`src/rtl/hazard_ctrl_pkg.sv`:
```
// ---------------------------------------------------------------------------
// pipe_pkg
// Shared definitions for the ID/EX/WB hazard and forwarding controller:
//   - EX result-class encodings carried on md_ex
//   - controller FSM state encoding
//   - default register-address width and stall-counter width
//   - saturating 16-bit increment used by the optional statistics counters
//     (HAZ_STATS_EN)
// ---------------------------------------------------------------------------
package pipe_pkg;

   localparam int AW_DEF = 5;

   // Wide enough for the largest legal multi-cycle latency (15).
   localparam int CNT_W = 4;

   localparam logic [1:0] MD_ALU  = 2'b00;
   localparam logic [1:0] MD_LOAD = 2'b01;
   localparam logic [1:0] MD_MUL  = 2'b10;
   localparam logic [1:0] MD_RSV  = 2'b11;

   typedef enum logic [1:0] {
      RUN     = 2'd0,
      LDSTALL = 2'd1,
      MULBUSY = 2'd2
   } hz_state_e;

   function automatic logic [15:0] sat_inc16(input logic [15:0] v);
      logic [15:0] r;
      if (v == 16'hFFFF) begin
         r = v;
      end else begin
         r = v + 16'd1;
      end
      return r;
   endfunction

endpackage

```
`src/rtl/hazard_ctrl_if.sv`:
```
// ---------------------------------------------------------------------------
// hazard_ctrl_if
// Bundles the pipeline-facing signals of the hazard controller.
//   slave  : the controller (hazard_ctrl) - consumes ID/EX/WB status,
//            produces forward selects and stall/bubble/flush.
//   master : the pipeline (or a testbench) - the mirror image.
// Signals:
//   sa_id, sb_id   ID source registers          ma_id, mb_id  operand not a register
//   da_ex, rw_ex   EX destination / write flag  md_ex         EX result class
//   da_wb, rw_wb   WB destination / write flag  branch_taken  EX taken branch
//   ex_hazard_a/b, wb_hazard_a/b  registered forward selects
//   stall, bubble, flush          combinational pipeline controls
//   stall_cnt, fwd_cnt            statistics, only with HAZ_STATS_EN
// ---------------------------------------------------------------------------
interface hazard_ctrl_if import pipe_pkg::*; #(
   parameter int AW = AW_DEF
) ();

   logic [AW-1:0] sa_id;
   logic [AW-1:0] sb_id;
   logic          ma_id;
   logic          mb_id;
   logic [AW-1:0] da_ex;
   logic          rw_ex;
   logic [1:0]    md_ex;
   logic [AW-1:0] da_wb;
   logic          rw_wb;
   logic          branch_taken;

   logic          ex_hazard_a;
   logic          wb_hazard_a;
   logic          ex_hazard_b;
   logic          wb_hazard_b;
   logic          stall;
   logic          bubble;
   logic          flush;
`ifdef HAZ_STATS_EN
   logic [15:0]   stall_cnt;
   logic [15:0]   fwd_cnt;
`endif

   modport slave (
      input  sa_id, sb_id, ma_id, mb_id, da_ex, rw_ex, md_ex, da_wb, rw_wb,
             branch_taken,
`ifdef HAZ_STATS_EN
      output stall_cnt, fwd_cnt,
`endif
      output ex_hazard_a, wb_hazard_a, ex_hazard_b, wb_hazard_b,
             stall, bubble, flush
   );

   modport master (
      output sa_id, sb_id, ma_id, mb_id, da_ex, rw_ex, md_ex, da_wb, rw_wb,
             branch_taken,
`ifdef HAZ_STATS_EN
      input  stall_cnt, fwd_cnt,
`endif
      input  ex_hazard_a, wb_hazard_a, ex_hazard_b, wb_hazard_b,
             stall, bubble, flush
   );

endinterface

```
`src/rtl/hazard_ctrl_cmp.sv`:
```
// ---------------------------------------------------------------------------
// hazard_cmp
// Per-operand dependency comparator. Flags whether the ID source register
// matches the register being written by the instruction in EX and/or WB.
// Register 0 and non-register operands (PC / immediate) never match.
// Ports:
//   src_i     ID source register        no_reg_i  operand is PC/immediate
//   da_ex_i   EX destination            rw_ex_i   EX writes register file
//   da_wb_i   WB destination            rw_wb_i   WB writes register file
//   hit_ex_o  dependency on EX result   hit_wb_o  dependency on WB result
// ---------------------------------------------------------------------------
module hazard_cmp import pipe_pkg::*; #(
   parameter int AW = AW_DEF
) (
   input  logic [AW-1:0] src_i,
   input  logic          no_reg_i,
   input  logic [AW-1:0] da_ex_i,
   input  logic          rw_ex_i,
   input  logic [AW-1:0] da_wb_i,
   input  logic          rw_wb_i,
   output logic          hit_ex_o,
   output logic          hit_wb_o
);

   logic src_valid_s;

   // Source qualifies for hazard checking only if it is a real, non-zero register.
   always_comb begin
      src_valid_s = (src_i != {AW{1'b0}}) & ~no_reg_i;
      hit_ex_o    = rw_ex_i & (da_ex_i == src_i) & src_valid_s;
      hit_wb_o    = rw_wb_i & (da_wb_i == src_i) & src_valid_s;
   end

endmodule

```
`src/rtl/hazard_ctrl.sv`:
```
// ---------------------------------------------------------------------------
// hazard_ctrl
// Hazard and forwarding controller for the 3-stage ID/EX/WB pipeline.
//   - Compares ID sources against EX/WB destinations (two hazard_cmp).
//   - Registers the forward selects into EX; EX forward wins in the mux.
//   - FSM RUN/LDSTALL/MULBUSY sequences load-use and multi-cycle stalls.
//   - A taken branch flushes IF/ID, bubbles ID/EX and aborts any stall.
// Ports:
//   clk    pipeline clock
//   rst_n  asynchronous reset, ACTIVE-HIGH despite its name
//   bus    hazard_ctrl_if.slave (see interface header for signal list)
// Parameters:
//   AW       register address width
//   MUL_LAT  EX cycles occupied by a multi-cycle op, legal 2..15;
//            the pipeline is stalled for MUL_LAT-1 of them.
// Optional build macro HAZ_STATS_EN adds saturating stall_cnt / fwd_cnt.
// ---------------------------------------------------------------------------
module hazard_ctrl import pipe_pkg::*; #(
   parameter int AW      = AW_DEF,
   parameter int MUL_LAT = 4
) (
   input  logic          clk,
   input  logic          rst_n,
   hazard_ctrl_if.slave  bus
);

   logic             hit_ex_a_s;
   logic             hit_wb_a_s;
   logic             hit_ex_b_s;
   logic             hit_wb_b_s;

   hz_state_e        state_q;
   hz_state_e        state_d;
   logic [CNT_W-1:0] cnt_q;
   logic [CNT_W-1:0] cnt_d;

   logic             stall_load_s;
   logic             mul_stall_s;
   logic             stall_s;
   logic             bubble_s;
   logic             flush_s;

   // Forward selects packed as {ex_a, wb_a, ex_b, wb_b}.
   logic [3:0]       fwd_q;
   logic [3:0]       fwd_d;

   hazard_cmp #(.AW(AW)) u_cmp_a (
      .src_i    (bus.sa_id),
      .no_reg_i (bus.ma_id),
      .da_ex_i  (bus.da_ex),
      .rw_ex_i  (bus.rw_ex),
      .da_wb_i  (bus.da_wb),
      .rw_wb_i  (bus.rw_wb),
      .hit_ex_o (hit_ex_a_s),
      .hit_wb_o (hit_wb_a_s)
   );

   hazard_cmp #(.AW(AW)) u_cmp_b (
      .src_i    (bus.sb_id),
      .no_reg_i (bus.mb_id),
      .da_ex_i  (bus.da_ex),
      .rw_ex_i  (bus.rw_ex),
      .da_wb_i  (bus.da_wb),
      .rw_wb_i  (bus.rw_wb),
      .hit_ex_o (hit_ex_b_s),
      .hit_wb_o (hit_wb_b_s)
   );

   // FSM next-state, stall counter and stall causes.
   // The multi-cycle stall is driven from the counter's next value: the
   // detection cycle stalls and the op leaves EX on the cycle the count
   // reaches 0, giving MUL_LAT-1 stalled cycles in total.
   always_comb begin
      state_d      = state_q;
      cnt_d        = cnt_q;
      stall_load_s = 1'b0;
      mul_stall_s  = 1'b0;
      if (bus.branch_taken) begin
         // Taken branch wins over everything: abort any stall sequence.
         state_d = RUN;
         cnt_d   = {CNT_W{1'b0}};
      end else begin
         case (state_q)
            RUN: begin
               if ((bus.md_ex == MD_LOAD) && (hit_ex_a_s || hit_ex_b_s)) begin
                  stall_load_s = 1'b1;
                  state_d      = LDSTALL;
               end else if (bus.md_ex == MD_MUL) begin
                  cnt_d       = CNT_W'(MUL_LAT - 1);
                  mul_stall_s = (cnt_d != {CNT_W{1'b0}});
                  state_d     = MULBUSY;
               end else begin
                  state_d = RUN;
               end
            end
            LDSTALL: begin
               // Load is now in WB; WB forwarding covers the operand.
               state_d = RUN;
            end
            MULBUSY: begin
               if (cnt_q != {CNT_W{1'b0}}) begin
                  cnt_d = cnt_q - CNT_W'(1);
               end else begin
                  cnt_d = {CNT_W{1'b0}};
               end
               mul_stall_s = (cnt_d != {CNT_W{1'b0}});
               if (cnt_d == {CNT_W{1'b0}}) begin
                  state_d = RUN;
               end else begin
                  state_d = MULBUSY;
               end
            end
            default: begin
               state_d = RUN;
               cnt_d   = {CNT_W{1'b0}};
            end
         endcase
      end
   end

   // Pipeline control outputs; all forced low while reset is asserted.
   always_comb begin
      stall_s  = 1'b0;
      bubble_s = 1'b0;
      flush_s  = 1'b0;
      if (rst_n) begin
         stall_s  = 1'b0;
         bubble_s = 1'b0;
         flush_s  = 1'b0;
      end else begin
         flush_s  = bus.branch_taken;
         bubble_s = bus.branch_taken | stall_load_s;
         stall_s  = stall_load_s | mul_stall_s;
      end
   end

   // Next forward selects; a bubbled or flushed slot carries no forwarding.
   always_comb begin
      fwd_d = 4'b0000;
      if (bubble_s || flush_s) begin
         fwd_d = 4'b0000;
      end else begin
         fwd_d = {hit_ex_a_s & ~stall_load_s, hit_wb_a_s,
                  hit_ex_b_s & ~stall_load_s, hit_wb_b_s};
      end
   end

   // State, counter and forward-select registers.
   always_ff @(posedge clk or posedge rst_n) begin
      if (rst_n) begin
         state_q <= RUN;
         cnt_q   <= {CNT_W{1'b0}};
         fwd_q   <= 4'b0000;
      end else begin
         state_q <= state_d;
         cnt_q   <= cnt_d;
         fwd_q   <= fwd_d;
      end
   end

   assign bus.ex_hazard_a = fwd_q[3];
   assign bus.wb_hazard_a = fwd_q[2];
   assign bus.ex_hazard_b = fwd_q[1];
   assign bus.wb_hazard_b = fwd_q[0];
   assign bus.stall       = stall_s;
   assign bus.bubble      = bubble_s;
   assign bus.flush       = flush_s;

`ifdef HAZ_STATS_EN
   logic [15:0] stall_cnt_q;
   logic [15:0] fwd_cnt_q;

   // Saturating event counters for stall cycles and forwarding cycles.
   always_ff @(posedge clk or posedge rst_n) begin
      if (rst_n) begin
         stall_cnt_q <= 16'd0;
         fwd_cnt_q   <= 16'd0;
      end else begin
         if (stall_s) begin
            stall_cnt_q <= sat_inc16(stall_cnt_q);
         end else begin
            stall_cnt_q <= stall_cnt_q;
         end
         if (fwd_q != 4'b0000) begin
            fwd_cnt_q <= sat_inc16(fwd_cnt_q);
         end else begin
            fwd_cnt_q <= fwd_cnt_q;
         end
      end
   end

   assign bus.stall_cnt = stall_cnt_q;
   assign bus.fwd_cnt   = fwd_cnt_q;
`endif

endmodule

```
`src/flat_wrapper.sv`:
```
// flat-port wrapper written by rule: the top's interface ports become plain ports
module hazard_ctrl_flat import pipe_pkg::*;
#(
   parameter int AW      = AW_DEF,
   parameter int MUL_LAT = 4
)
  (clk, rst_n, bus_sa_id, bus_sb_id, bus_ma_id, bus_mb_id, bus_da_ex, bus_rw_ex, bus_md_ex, bus_da_wb, bus_rw_wb, bus_branch_taken, bus_ex_hazard_a, bus_wb_hazard_a, bus_ex_hazard_b, bus_wb_hazard_b, bus_stall, bus_bubble, bus_flush);
  hazard_ctrl_if #(.AW(AW)) bus_i ();
  input  logic clk;
  input  logic rst_n;
  input wire logic [$bits(bus_i.sa_id)-1:0] bus_sa_id;
  input wire logic [$bits(bus_i.sb_id)-1:0] bus_sb_id;
  input wire logic [$bits(bus_i.ma_id)-1:0] bus_ma_id;
  input wire logic [$bits(bus_i.mb_id)-1:0] bus_mb_id;
  input wire logic [$bits(bus_i.da_ex)-1:0] bus_da_ex;
  input wire logic [$bits(bus_i.rw_ex)-1:0] bus_rw_ex;
  input wire logic [$bits(bus_i.md_ex)-1:0] bus_md_ex;
  input wire logic [$bits(bus_i.da_wb)-1:0] bus_da_wb;
  input wire logic [$bits(bus_i.rw_wb)-1:0] bus_rw_wb;
  input wire logic [$bits(bus_i.branch_taken)-1:0] bus_branch_taken;
  output wire logic [$bits(bus_i.ex_hazard_a)-1:0] bus_ex_hazard_a;
  output wire logic [$bits(bus_i.wb_hazard_a)-1:0] bus_wb_hazard_a;
  output wire logic [$bits(bus_i.ex_hazard_b)-1:0] bus_ex_hazard_b;
  output wire logic [$bits(bus_i.wb_hazard_b)-1:0] bus_wb_hazard_b;
  output wire logic [$bits(bus_i.stall)-1:0] bus_stall;
  output wire logic [$bits(bus_i.bubble)-1:0] bus_bubble;
  output wire logic [$bits(bus_i.flush)-1:0] bus_flush;
  assign bus_i.sa_id = bus_sa_id;
  assign bus_i.sb_id = bus_sb_id;
  assign bus_i.ma_id = bus_ma_id;
  assign bus_i.mb_id = bus_mb_id;
  assign bus_i.da_ex = bus_da_ex;
  assign bus_i.rw_ex = bus_rw_ex;
  assign bus_i.md_ex = bus_md_ex;
  assign bus_i.da_wb = bus_da_wb;
  assign bus_i.rw_wb = bus_rw_wb;
  assign bus_i.branch_taken = bus_branch_taken;
  assign bus_ex_hazard_a = bus_i.ex_hazard_a;
  assign bus_wb_hazard_a = bus_i.wb_hazard_a;
  assign bus_ex_hazard_b = bus_i.ex_hazard_b;
  assign bus_wb_hazard_b = bus_i.wb_hazard_b;
  assign bus_stall = bus_i.stall;
  assign bus_bubble = bus_i.bubble;
  assign bus_flush = bus_i.flush;
  hazard_ctrl #(.AW(AW), .MUL_LAT(MUL_LAT)) u_core (.clk(clk), .rst_n(rst_n), .bus(bus_i));
endmodule
```
`config.mk`:
```
export PLATFORM = sky130hd
export DESIGN_NAME = hazard_ctrl_flat
export DESIGN_NICKNAME = d
export VERILOG_FILES = /design/src/rtl/hazard_ctrl_pkg.sv /design/src/rtl/hazard_ctrl_if.sv /design/src/rtl/hazard_ctrl_cmp.sv /design/src/rtl/hazard_ctrl.sv /design/src/flat_wrapper.sv
export SDC_FILE = /design/constraint.sdc
export NUM_CORES = 1
export LEC_CHECK = 0
export BUFFER_PORTS_ARGS = -buffer_cell sky130_fd_sc_hd__buf_2
export CELL_PAD_IN_SITES_DETAIL_PLACEMENT = 0
export CELL_PAD_IN_SITES_GLOBAL_PLACEMENT = 1
export CORE_AREA = 2 2 51 53
export CTS_CLUSTER_SIZE = 25
export DETAILED_ROUTE_END_ITERATION = 10
export DIE_AREA = 0 0 53 55
export PLACE_DENSITY = 0.78
export SYNTH_ARGS = -nofsm -noshare
export SYNTH_HDL_FRONTEND = slang
export SYNTH_HIERARCHICAL = 1
export SYNTH_SLANG_ARGS = --single-unit
```
`constraint.sdc`:
```
create_clock -name clk -period 2.85 [get_ports clk]
set_clock_uncertainty 0.2 [all_clocks]
set_input_delay 0.1425 -clock clk [delete_from_list [all_inputs] [get_ports clk]]
set_output_delay 0.1425 -clock clk [all_outputs]
set_load 0.05 [all_outputs]
```
### Yosys cells after proc, flatten, opt, wreduce, memory -nomap -nowiden

Cells that the tools add are included.

* flip-flop bits (word level): 10
* word-level logic and storage cells: 65

* add/subtract/negate cells: 1
* equality and inequality tests: 11
* multiplexer cells: 23
* bitwise logic cells: 17
* reduce and logical (&&, ||, !) cells: 10

Operators with widths (count)
* 4-bit two-way mux: 7
* 5-bit equality test: 4
* 1-bit bitwise AND: 12
* 4-bit case mux with 3 select lines: 1
* 5-bit nonzero test: 2
* 1-bit two-way mux: 9
* 2-bit two-way mux: 4
* 4-bit nonzero test: 2
* 2-bit by 1-bit equality test with 1-bit output, second input constant: 2
* 2-bit equality test, second input constant: 2
* 4-bit logical NOT: 1
* 2-bit case mux with 2 select lines: 1
* 4-bit by 1-bit subtractor with 4-bit output, second input constant: 1
* 3-bit by 2-bit != test with 1-bit output, second input constant: 1
* 3-bit != test, second input constant: 1
* 1-bit inverter: 3
* 3-bit AND reduction: 1
* 2-bit logical NOT: 1
* 1-bit logical OR: 2
* 2-bit != test, second input constant: 1
* 1-bit OR: 2
* 1-bit case mux with 2 select lines: 1
* 1-bit logical AND: 1

### Longest topological paths before layout

* depth in word-level cells: 12
* mapped depth: 5
* gate-level depth less buffers: 5

### Modules after synthesis

The synthesis kept the hierarchy.

Modules (own cells, without submodules)
* hazard_ctrl: instances 1, cells each 52, area an instance 514.2 sq um
* hazard_cmp: instances 2, cells each 18, area an instance 133.9 sq um

### Worst setup path after synthesis

Ideal clock, no wire load.

* path type: register to output
* from: register u_core.state_q[1]
* to: output bus_stall
* arrival time: 2.140 ns
* path slack: 0.367 ns
* cell stages (with the launch flop): 4
* cell sequence: dfrtp_1 nor4b_1 o21ai_1 o32ai_1

* word-level cells in the longest chain between the ends: 5
* elaborated cells on any way between the ends: 8
* classes of those cells: 1 x eq/ne; 5 x mux; 1 x bitwise; 1 x reduce/logical

RTL lines
* start, declared: RTL line hazard_ctrl.sv:32 `hz_state_e state_q;`
* start signal, assigned: RTL line hazard_ctrl.sv:155 `state_q <= state_d;`
* 2-bit equality test or 2-bit logical NOT (tied branches): RTL line hazard_ctrl.sv:83 `case (state_q)`
* 1-bit case mux with 2 select lines or 1-bit two-way mux (tied branches): RTL line hazard_ctrl.sv:83
* 1-bit two-way mux: RTL line hazard_ctrl.sv:78 `if (bus.branch_taken) begin`
* 1-bit OR (*): RTL line hazard_ctrl.sv:133 `stall_s = stall_load_s | mul_stall_s;`
* 1-bit two-way mux (*): RTL line hazard_ctrl.sv:126 `if (rst_n) begin`
* end, declared: RTL line flat_wrapper.sv:25 `output wire logic [$bits(bus_i.stall)-1:0] bus_stall;`

Every way passes the cells marked *; elsewhere a longest branch is shown, timed or not.

### Worst setup path in the final report

* from: input bus_mb_id
* to: output bus_stall

* word-level cells in the longest chain between the ends: 10
* elaborated cells on any way between the ends: 13
* classes of those cells: 7 x mux; 4 x bitwise; 2 x reduce/logical

RTL lines
* start, declared: RTL line flat_wrapper.sv:14 `input wire logic [$bits(bus_i.mb_id)-1:0] bus_mb_id;`
* 1-bit inverter (*): RTL line hazard_ctrl_cmp.sv:29 `src_valid_s = (src_i != {AW{1'b0}}) & ~no_reg_i;`
* 1-bit bitwise AND (*): RTL line hazard_ctrl_cmp.sv:29
* 1-bit bitwise AND (*): RTL line hazard_ctrl_cmp.sv:30 `hit_ex_o = rw_ex_i & (da_ex_i == src_i) & src_valid_s;`
* via u_core.hit_ex_b_s: RTL line hazard_ctrl.sv:29 `logic hit_ex_b_s;`
* 1-bit logical OR (*): RTL line hazard_ctrl.sv:85 `if ((bus.md_ex == MD_LOAD) && (hit_ex_a_s || hit_ex_b_s)) begin`
* 1-bit logical AND (*): RTL line hazard_ctrl.sv:85
* 1-bit two-way mux: RTL line hazard_ctrl.sv:85
* 1-bit case mux with 2 select lines or 1-bit two-way mux (tied branches): RTL line hazard_ctrl.sv:83
* 1-bit two-way mux: RTL line hazard_ctrl.sv:78
* 1-bit OR (*): RTL line hazard_ctrl.sv:133
* 1-bit two-way mux (*): RTL line hazard_ctrl.sv:126

The timed path passes the listed nets; every way through them passes the cells marked *.

==> results.txt <==
Die Area = 0.00292 mm2
Hold violation count in the final report = 0
Leakage power = 0.484 nW
Post-CTS Hold Buffers = 4
Largest family of logic cells by synthesized area = simple AND/OR/NAND/NOR gates
Area Growth Syn to Fin = 36.3%
Clock Latency Late Sink = 0.26 ns
Starting DRC count in detailed routing = 13
Buffer type at the clock tree root = clkbuf_4
Largest net degree at the start of global routing = 13
P_int = 0.276 mW
Critical path's slowest cell = dlygate4sd3_1
Port bufs = 35
Setup_tns = 0 ns
Status = complete, no violations
Routability Congestion = 0.776
M3 GR Usage = 0.0161
Cell taking the most area after synthesis = dfrtp_1
Most frequent cells in the layout = buf_2, xnor2_1, dfrtp_1, nand2_1, inv_1
Initial antenna violation count = 0
FMAX = 413 MHz
GRT overflow = 0
Critical Path, Cell by Cell = dlygate4sd3_1 > buf_2 > nor4_1 > o21ai_1 > o32ai_1 > buf_2
Clock slew at reported path FFs = 0.07 ns
Syn nets = 117
Number of global-route vias before repair = 712
TritonCTS Buffers = 3
Die Y = 55 um
DR WL/cell = 11.9 um
Post-synthesis cell type count = 31
Unrepaired setup endpoints after global routing = no
Yosys top cell area share = 0.320
WHS Path Cells = 4
Fin nets = 160
Crit end category = output pin
Layout cells sized above 1 = 0.346
Synth Area in Simple Gates = 0.246
Crit-path max FO = 7
Max_slew headroom = 0.689
Max-capacitance violation count = 0
Period utilisation layout = 0.850
Total GRT Usage = 0.143
Placed Cells = 152
# setup viols final = 0
Met1 GRT Util = 0.174
Crit path time final = 2.42 ns
CTS tree = yes
Worst setup SP type = primary input
Post-DRT Antenna Nets = 0
Synth Instances = 88
Clock sink total = 10
Psw = 0.113 mW
Crit-path most repeated cell = buf_2
Row count = 18
Reg2reg end = u_core/fwd_q[3]
DR DRC count = 0
CP top delay family = buffers and inverters
Reg power frac = 0.401
ANT cells = 0
XOR/XNOR Fraction of Synth Area = 0.224
First-pass GRT wire length = 3010 um
Pwr/cell area = 365 mW/mm2
Most common cell after layout, fill and taps aside = buf_2
HPWL after detailed placement = 1520 um
Logic pwr share = 0.276
Switching fraction of total power = 0.291
HP Class = primary input to register
Setup WS post-layout = 0.428 ns
Max clock buf depth = 2
Die width = 53 um
Fillers = 249
Final core utilization = 0.451
Reg2Reg Depth = 3
H-tree depth = 1
Avg Cell Area, Syn = 8.89 um2
Sequential area share after synthesis = 0.320
Worst EP required = 2.51 ns
Post_cts resized = 0
Compound-Gate Fraction of Synth Area = 0.174
Max IR drop VDD = 173 uV
Slew @ Worst Pin = 0.464 ns
Post-CTS setup repair buffer count = 0
Area contributors post-synth = dfrtp_1, xnor2_1, nand2_1
Via Count = 813
I/O pin total = 36
Total core area = 0.00236 mm2
Adder-cell share of the synthesized area = 0
Worst Min Path Start = bus_rw_ex
DRT Pass-1 Iters = 4
Yosys reg bits = 10
Mapped Area = 782 um2
Worst hold endpoint = u_core/fwd_q[1]
CP Buf/Inv Count = 3
Starting Density = 0.331
Clock power share = 0.323
Critical Path Max Stage Delay = 0.53 ns
Flop2flop setup slack = 1.20 ns
Finished Layout Cells = 160
Warnings from Yosys = 6
Gr busiest metal = met2
Critical Path AT = 2.08 ns
Pins Over Slew Limit = 0
Pwr Total = 0.389 mW
Met2 track demand over resource = 0.244
Worst reg2reg path startpoint = u_core/state_q[1]
Pre-CTS setup slack = 0.751 ns
Mux cell area share after synthesis = 0
Setup CP Type = primary input to output pin
Post-Route WL = 1910 um
Vias per inst = 5.08
-- through the flow --
| step | cell area (um2) | hold slack, ns |
|---|---|---|
| finish | 1070 | 0.0428 |
| global placement | 990 | -0.0104 |
| CTS | 1070 | 0.0358 |
| detailed placement | 990 | -0.00453 |
| global route | 1070 | 0.0458 |
| floorplan | 782 | -0.209 |
-- kinds of logic after synthesis --
group | Yosys count
AOI/OAI and AO/OA | 18
xor gates and xnor gates | 20
buffers and inverters | 7
DFF | 10
and+or+nand+nor | 33
-- cell type report --
cell class	instances	area, um2	share of cell area
Tap cell	30	37.5	0.0352
Sequential cell	10	250	0.235
Clock buffer	4	36.3	0.0340
Inverter	6	22.5	0.0211
Timing Repair Buffer	39	215	0.202
Multi-Input combinational cell	71	504	0.473
-- cells in the mapped netlist --
cell type	number
xnor2_1	20
dfrtp_1	10
nand2_1	7
inv_1	6
nand4_1	4
nor4_1	4
nor2_1	3
nor2b_1	3
a22o_2	2
nor2_2	2
nor4b_1	2
o211a_1	2
o21ai_0	2
o21ai_1	2
o22ai_1	2
or4_1	2
a21boi_0	1
a21oi_1	1
a2bb2oi_1	1
buf_2	1
nor3_1	1
nor3b_1	1
o211ai_1	1
o21a_1	1
o311ai_0	1
o31a_2	1
o32ai_1	1
or2_0	1
or2_2	1
or3_1	1
or4b_1	1
-- flip-flops by register name, summed over array words and instances (netlist names) --
name,cells
u_core/cnt_q,4
u_core/fwd_q,4
u_core/state_q,2
-- power groups by stage --
| stage | logic, mW | clock network [mW] | registers (mW) |
|---|---|---|---|
| 2_1_floorplan | 0.0602 | 0 | 0.157 |
| 3_3_place_gp | 0.102 | 0 | 0.158 |
| 3_5_place_dp | 0.103 | 0 | 0.158 |
| 4_1_cts | 0.107 | 0.128 | 0.155 |
| 5_1_grt | 0.118 | 0.141 | 0.157 |
| 6_report | 0.107 | 0.126 | 0.156 |
-- worst max path at each step --
stage / startpoint / to / slack, ns / depth (start not counted)
6_report: bus_mb_id / bus_stall / 0.43 / 6
4_1_cts: bus_mb_id / bus_stall / 0.43 / 6
3_5_place_dp: bus_sb_id[2] / bus_bubble / 0.75 / 7
3_3_place_gp: bus_sb_id[1] / bus_stall / 0.74 / 7
5_1_grt: bus_mb_id / bus_stall / 0.30 / 6
2_1_floorplan: u_core/state_q[1] / bus_stall / 0.37 / 3
-- metal layers --
metal	vias to the layer above	wire, um
met3	4	144
met4	0	37
met1	356	830
met5	-	0
met2	45	893
li1	408	-
-- worst reg2reg max path, stage by stage, from the launching register on --
cell     delay, ns
dfrtp_1       0.46
nor4b_1       0.35
o21ai_1       0.25
o211a_1       0.27
No activity file was read; power rests on OpenSTA's default activity.
